File: src/rtl/data_memory_arbiter_pkg.sv
// Shared definitions for the data-memory arbiter slice.
package data_memory_arbiter_pkg;

  localparam int unsigned MEM_ADDR_W = 10;
  localparam int unsigned MEM_DATA_W = 8;

  // Memory-mapped I/O addresses, decoded by the manager, not here
  localparam logic [MEM_ADDR_W-1:0] INPUT_PORT  = 10'h3FE;
  localparam logic [MEM_ADDR_W-1:0] OUTPUT_PORT = 10'h3FF;

  typedef enum logic [1:0] {
    IDLE,
    ADDR,
    ACCESS,
    RESP
  } state_t;

endpackage

File: src/rtl/data_memory_arbiter_rr_arbiter_2.sv
// Two-way request picker with a registered last-winner pointer.
module rr_arbiter_2 #(
  parameter bit FIXED_PRIORITY = 1'b0
) (
  input  logic       clk,
  input  logic       rst_n,
  input  logic [1:0] req,
  input  logic       update,
  output logic [1:0] pick
);

  // 1 = requester 1 was served last, so requester 0 wins the next tie
  logic last;

  // Last-winner pointer, moved only when a grant is actually issued
  always_ff @(posedge clk or negedge rst_n) begin
    if (!rst_n) begin
      last <= 1'b1;
    end else if (update) begin
      last <= pick[1];
    end
  end

  // Combinational pick: lone requester always wins, ties resolved by mode
  always_comb begin
    pick = '0;
    if (FIXED_PRIORITY) begin
      if (req[0])      pick = 2'b01;
      else if (req[1]) pick = 2'b10;
    end else begin
      unique case (req)
        2'b01:   pick = 2'b01;
        2'b10:   pick = 2'b10;
        2'b11:   pick = last ? 2'b01 : 2'b10;
        default: pick = '0;
      endcase
    end
  end

endmodule

File: src/rtl/data_memory_arbiter.sv
// Shares the data_memory_manager between the CPU (req0) and DMA (req1).
module data_memory_arbiter
  import data_memory_arbiter_pkg::*;
#(
  parameter int unsigned ADDR_W         = MEM_ADDR_W,
  parameter int unsigned DATA_W         = MEM_DATA_W,
  parameter bit          FIXED_PRIORITY = 1'b0
) (
  input  logic              clk,
  input  logic              rst_n,
  input  logic [1:0]        in_req,
  input  logic [1:0]        in_we,
  input  logic [ADDR_W-1:0] in_addr0,
  input  logic [ADDR_W-1:0] in_addr1,
  input  logic [DATA_W-1:0] in_wdata0,
  input  logic [DATA_W-1:0] in_wdata1,
  output logic [1:0]        out_gnt,
  output logic [1:0]        out_rvalid,
  output logic [DATA_W-1:0] out_rdata,
  output logic [ADDR_W-1:0] out_mem_addr,
  output logic [DATA_W-1:0] out_mem_data,
  output logic              out_mem_addr_we,
  output logic              out_mem_read_en,
  output logic              out_mem_write_en,
  input  logic [DATA_W-1:0] in_mem_data
);

  state_t            state, state_next;
  logic [1:0]        pick;
  logic              grant;
  logic              sel;
  logic              we_q;
  logic [ADDR_W-1:0] addr_q;
  logic [DATA_W-1:0] wdata_q;
  logic [DATA_W-1:0] rdata_q;
  logic [1:0]        sel_onehot;

  // Grant opportunities exist only in IDLE and RESP (the RESP one gives back-to-back)
  always_comb begin
    grant      = ((state == IDLE) || (state == RESP)) && (|in_req);
    sel_onehot = sel ? 2'b10 : 2'b01;
  end

  rr_arbiter_2 #(
    .FIXED_PRIORITY(FIXED_PRIORITY)
  ) u_arb (
    .clk   (clk),
    .rst_n (rst_n),
    .req   (in_req),
    .update(grant),
    .pick  (pick)
  );

  // State register
  always_ff @(posedge clk or negedge rst_n) begin
    if (!rst_n) state <= IDLE;
    else        state <= state_next;
  end

  // Next-state: fixed three-cycle sequence per access
  always_comb begin
    state_next = state;
    unique case (state)
      IDLE:    state_next = grant ? ADDR : IDLE;
      ADDR:    state_next = ACCESS;
      ACCESS:  state_next = RESP;
      RESP:    state_next = grant ? ADDR : IDLE;
      default: state_next = IDLE;
    endcase
  end

  // Capture the winner's operands at the grant edge; addr_q doubles as the held bus address
  always_ff @(posedge clk or negedge rst_n) begin
    if (!rst_n) begin
      sel     <= 1'b0;
      we_q    <= 1'b0;
      addr_q  <= '0;
      wdata_q <= '0;
    end else if (grant) begin
      sel     <= pick[1];
      we_q    <= pick[1] ? in_we[1]   : in_we[0];
      addr_q  <= pick[1] ? in_addr1   : in_addr0;
      wdata_q <= pick[1] ? in_wdata1  : in_wdata0;
    end
  end

  // Read data sampled at the end of ACCESS; writes leave it untouched
  always_ff @(posedge clk or negedge rst_n) begin
    if (!rst_n) begin
      rdata_q <= '0;
    end else if ((state == ACCESS) && !we_q) begin
      rdata_q <= in_mem_data;
    end
  end

  // Phase-decoded outputs towards requesters and manager
  always_comb begin
    out_gnt          = (state == ADDR) ? sel_onehot : 2'b00;
    out_rvalid       = (state == RESP) ? sel_onehot : 2'b00;
    out_rdata        = rdata_q;
    out_mem_addr     = addr_q;
    out_mem_addr_we  = (state == ADDR);
    out_mem_read_en  = (state == ACCESS) && !we_q;
    out_mem_write_en = (state == ACCESS) && we_q;
    out_mem_data     = ((state == ACCESS) && we_q) ? wdata_q : '0;
  end

endmodule
File: config.mk
export PLATFORM = sky130hd
export DESIGN_NAME = data_memory_arbiter
export DESIGN_NICKNAME = d
export VERILOG_FILES = /design/src/rtl/data_memory_arbiter_pkg.sv /design/src/rtl/data_memory_arbiter_rr_arbiter_2.sv /design/src/rtl/data_memory_arbiter.sv
export SDC_FILE = /design/constraint.sdc
export NUM_CORES = 1
export LEC_CHECK = 0
export BUFFER_PORTS_ARGS = -buffer_cell sky130_fd_sc_hd__buf_2
export CAP_MARGIN = 5
export CORE_MARGIN = 2
export CORE_UTILIZATION = 48
export DETAILED_ROUTE_END_ITERATION = 8
export PLACE_DENSITY = 0.84
export SLEW_MARGIN = 20
export SYNTH_ARGS = -nofsm -noshare
export SYNTH_HDL_FRONTEND = slang
export SYNTH_HIERARCHICAL = 1
export SYNTH_SLANG_ARGS = --single-unit
export TNS_END_PERCENT = 50
File: constraint.sdc
create_clock -name clk -period 3.5 [get_ports clk]
set_input_delay 0.7 -clock clk [delete_from_list [all_inputs] [get_ports clk]]
set_output_delay 0.7 -clock clk [all_outputs]
set_load 0.005 [all_outputs]
==> results of run 1 <==
## sequential cells by signal, summed over array words and instances, names as in the netlist
signal	count
u_arb/last	1
out_rdata	8
we_q	1
sel	1
out_mem_addr	10
wdata_q	8
state	2
## layout make-up
class	instances	area (µm²)
Tap cell	46	57.6
Inverter	5	18.8
Sequential cell	31	777
Clock inverter	2	35.0
Fill cell	249	1150
Clock buffer	6	51.3
Timing Repair Buffer	84	425
Multi-Input combinational cell	68	766
## path summary, 6_finish.rpt
check,to,slack [ns],start,depth (start not counted)
hold reg to reg,out_rdata[4],0.50,out_rdata[4],1
setup reg to reg,out_rdata[7],1.62,state[0],4
hold / removal,out_mem_addr[7],0.40,rst_n,1
min in group clk,out_rdata[4],0.50,out_rdata[4],1
max in group asynchronous,wdata_q[5],2.67,rst_n,1
setup / recovery,out_mem_read_en,0.88,state[0],4
## worst max-delay path: stages (launching register included)
cell,delay (ns)
dfrtp_1,0.41
inv_1,0.06
ha_1,0.29
nor2b_1,0.60
buf_2,0.23
## through the flow
stage                     instance area, µm²  util (%)
after floorplan                         1610         -
after global placement                  2040      62.2
after detailed placement                2040      62.2
after CTS                               2130      64.9
after global routing                    2130      64.9
final                                   2130      64.9
## per-layer routing
layer	wire length (µm)	share of wire [%]	up-vias
met4	73	2.5	0
met3	147	5.1	7
met2	1470	51	41
met5	0	0	-
met1	1200	41	553
li1	-	-	556
## power groups by stage
stage               registers [µW]  clock network (µW)  logic, µW
finish                         654                 285        811
global route                   682                 310        897
CTS                            655                 296        825
detailed placement             662                   0        824
global placement               653                   0        810
floorplan                      650                   0        574
==> flow_summary.ini, run 1 <==
[cells_and_area]
area_growth_pct = 32.2
drive_gt1_share_pct = 72.4
antenna_cells = 0
layout_commonest_cell = buf_2
layoutNonFillerInstCount = 242
fin_nets = 248
final_cell_mix = buf_2, dfrtp_1, mux2_2

[floorplanning]
core-area_um2 = 3280
fp.dieW_um = 61.9
fp.dieH_um = 61.9
dieArea_um2 = 3840
ioPinCount = 83
rows = 21
initial_core_util_pct = 49.1

[route]
drtAntennaViolNets = 0
wl_um = 2890
wl_per_cell_um = 12.0
route.detailed.drc = 0
drt-initial-drc-count = 35
vias_per_cell = 4.78
route.vias.total = 1157
dr.pass1.iters = 4

[clocking]
ctsHtreeMaxLevel = 2
holdBufCountCts = 0
clk_latency_ns = 0.33
cts_sinks = 31
cts_resized = 0
tritoncts = yes
clockRootBuffer = clkbuf_4
post_cts_buffers = 0
cts_buffers = 5
clkTransAtPathRegs_ns = 0.10
clockBufferDepth = 2

[synth]
syn_avg_cell_area_um2 = 14.5
synthesis.instances = 111
ys_warn_count = 6
syn_nets = 164
synth_area_um2 = 1610

[timing]
finalCriticalPeriod_ns = 2.62
fin_worst_skew_ns = 0.00812
holdWs_ns = 0.397
final-hold-violation-count = 0
slew_headroom_pct = 55.2
tns_ns = 0
setup_ws_ns = 0.880
final_max_slew_viol_count = 0
tightest_slew_ns = 0.671
period_share_pct = 74.8
fmax_mhz = 382
setup_viol = 0
rsz0062_at_grt = false

[power]
ir_worst_vdd_uv = 645
power.share.clock_pct = 16.3
sequentialPowerShare_pct = 37.4
switchingPower_uw = 537
fin_total_pwr_uw = 1750
power_per_cell_area_nw_per_um2 = 822
p_leak_uw = 0.00115
p_int_uw = 1210
swShare_pct = 30.7
combPwrFrac_pct = 46.4

[setup_path]
start_kind = register
crit_required_ns = 2.80
critPathMaxFanout = 11
arrival_ns = 1.92
path_class = register to output port
end_kind = output port

[global_route]
globalRouteMet2Util_pct = 26.9
overflow = 0
antenna_found_initial = 0
busiest_layer = met2
use_met3_pct = 3.11
grt_use_total_pct = 16.1
grt_pass1_wl_um = 4350
gr-usage-met1_pct = 18.6
grt_max_degree = 32
grt_pass1_vias = 1005

[min_path]
hp-class = input pin to async pin

[run_status]
status = completed

[placement]
dp_slack_ns = 1.19
dp_hpwl_um = 2260
routabilityCongestion = 0.690
port_buffers = 82
placed_cells = 234

[job]
maxCapViolCount = 0
No activity file was read; power rests on OpenSTA's default activity.
==> inputs of run 2 (changes only) <==
--- a/config.mk
+++ b/config.mk
@@ -5,12 +5,13 @@
 export SDC_FILE = /design/constraint.sdc
 export NUM_CORES = 1
 export LEC_CHECK = 0
+export ABC_AREA = 1
 export BUFFER_PORTS_ARGS = -buffer_cell sky130_fd_sc_hd__buf_2
 export CAP_MARGIN = 5
 export CORE_MARGIN = 2
-export CORE_UTILIZATION = 48
+export CORE_UTILIZATION = 45
 export DETAILED_ROUTE_END_ITERATION = 8
-export PLACE_DENSITY = 0.84
+export PLACE_DENSITY = 0.8
 export SLEW_MARGIN = 20
 export SYNTH_ARGS = -nofsm -noshare
 export SYNTH_HDL_FRONTEND = slang
==> constraint.sdc (replaced) <==
create_clock -name clk -period 2.7 [get_ports clk]
set_input_delay 0.54 -clock clk [delete_from_list [all_inputs] [get_ports clk]]
set_output_delay 0.54 -clock clk [all_outputs]
set_load 0.005 [all_outputs]
==> run 2 against run 1 <==
Net effect:
- worst hold slack got worse by 0.16 ns
- wire length rose by 16%
- largest cell class unchanged
- total power rose by 17%
- synthesized cell count rose by 100%
==> flow_summary.ini, run 2 <==
[run_status]
status = completed

[timing]
final_max_slew_viol_count = 0
rsz0062_at_grt = false
finalCriticalPeriod_ns = 2.00
period_share_pct = 74.3
fmax_mhz = 499
setup_viol = 0
fin_worst_skew_ns = 0.00771
tightest_slew_ns = 0.838
tns_ns = 0
final-hold-violation-count = 0
slew_headroom_pct = 44.1

[floorplanning]
ioPinCount = 83
rows = 21
initial_core_util_pct = 47.4
core-area_um2 = 3360
fp.dieH_um = 63.5
fp.dieW_um = 63.5
dieArea_um2 = 4030

[route]
route.detailed.drc = 0
drtAntennaViolNets = 0
drt-initial-drc-count = 41
wl_um = 3350
vias_per_cell = 4.39
route.vias.total = 1569
wl_per_cell_um = 9.39
dr.pass1.iters = 4

[synth]
syn_avg_cell_area_um2 = 7.05
ys_warn_count = 6
syn_nets = 279
synthesis.instances = 226
synth_area_um2 = 1590

[clocking]
clockRootBuffer = clkbuf_4
clockBufferDepth = 2
cts_sinks = 31
clk_latency_ns = 0.32
post_cts_buffers = 0
cts_resized = 0
ctsHtreeMaxLevel = 2
clkTransAtPathRegs_ns = 0.09
holdBufCountCts = 0
tritoncts = yes
cts_buffers = 5

[job]
maxCapViolCount = 0

[global_route]
grt_pass1_wl_um = 5760
grt_use_total_pct = 18.4
antenna_found_initial = 0
grt_max_degree = 32
overflow = 0
grt_pass1_vias = 1442

[setup_path]
reg2reg_from = state[0]
end_kind = output port
arrival_ns = 1.46
reg2reg_to = u_arb/last
path_class = register to output port
r2r_setup_slack_ns = 0.94
start_kind = register
critPathMaxFanout = 9
worst-r2r-cell-count = 6
cp-startpoint = state[0]
crit_required_ns = 2.16

[placement]
routabilityCongestion = 0.737
port_buffers = 82
dp_hpwl_um = 2550

[cells_and_area]
layout_commonest_cell = nand2_1
fin_nets = 363
largest_register_ffs = 10
drive_gt1_share_pct = 30.2
area_growth_pct = 30.6
fin_util_pct = 61.8
antenna_cells = 0
final_cell_mix = nand2_1, buf_2, inv_1

[min_path]
hp-class = input pin to async pin

[power]
p_leak_uw = 0.00134
power_per_cell_area_nw_per_um2 = 987
ir_worst_vdd_uv = 491
run 2: stage by stage:
stage          cell area, µm²  power, µW  hold WS, ns  instances  setup slack (ns)
2_1_floorplan            1590       1480        0.244        226              1.25
3_3_place_gp             2030       1800        0.457        349              1.02
3_5_place_dp             2030       1840        0.461        349             0.974
4_1_cts                  2080       2090        0.249        357             0.648
5_1_grt                  2080       2260        0.266        357             0.544
6_report                 2080       2050        0.235        357             0.695
run 2: power by group:
group / switching (µW) / internal [µW] / leakage, µW
sequential: 123 / 703 / 0.000381
combinational: 590 / 395 / 0.000931
clock: 137 / 104 / 0.0000265
run 2: worst max path at each step:
stage / end / slack, ns / cells past startpoint
6_report: out_mem_data[2] / 0.70 / 5
5_1_grt: out_mem_data[6] / 0.54 / 5
4_1_cts: out_mem_data[5] / 0.65 / 5
3_5_place_dp: u_arb/last / 0.97 / 6
3_3_place_gp: state[0] / 1.02 / 4
2_1_floorplan: out_mem_data[0] / 1.25 / 4
run 2: cell type report:
cell class / count / area [µm²]
inverter: 39 / 146
timing repair buffer: 85 / 433
tap: 46 / 57.6
sequential: 31 / 777
fill: 346 / 1280
multi-input combinational: 148 / 617
clock buffer: 8 / 48.8
run 2: metal layers:
layer  up-vias  global-route usage, %  wire length [µm]  part of all wire [%]
met2        46                   32.4              1620                    48
met3         6                   5.89               211                   6.3
li1        824                      -                 -                     -
met4         0                   6.52                48                   1.4
met1       693                   20.8              1480                    44
met5         -                      0                 0                     0
run 2: worst max-delay path: stages (launching register included):
cell and delay, ns:
dfrtp_1 0.41, inv_1 0.07, ha_1 0.19, nand2_1 0.21
nor2_1 0.14, buf_2 0.13
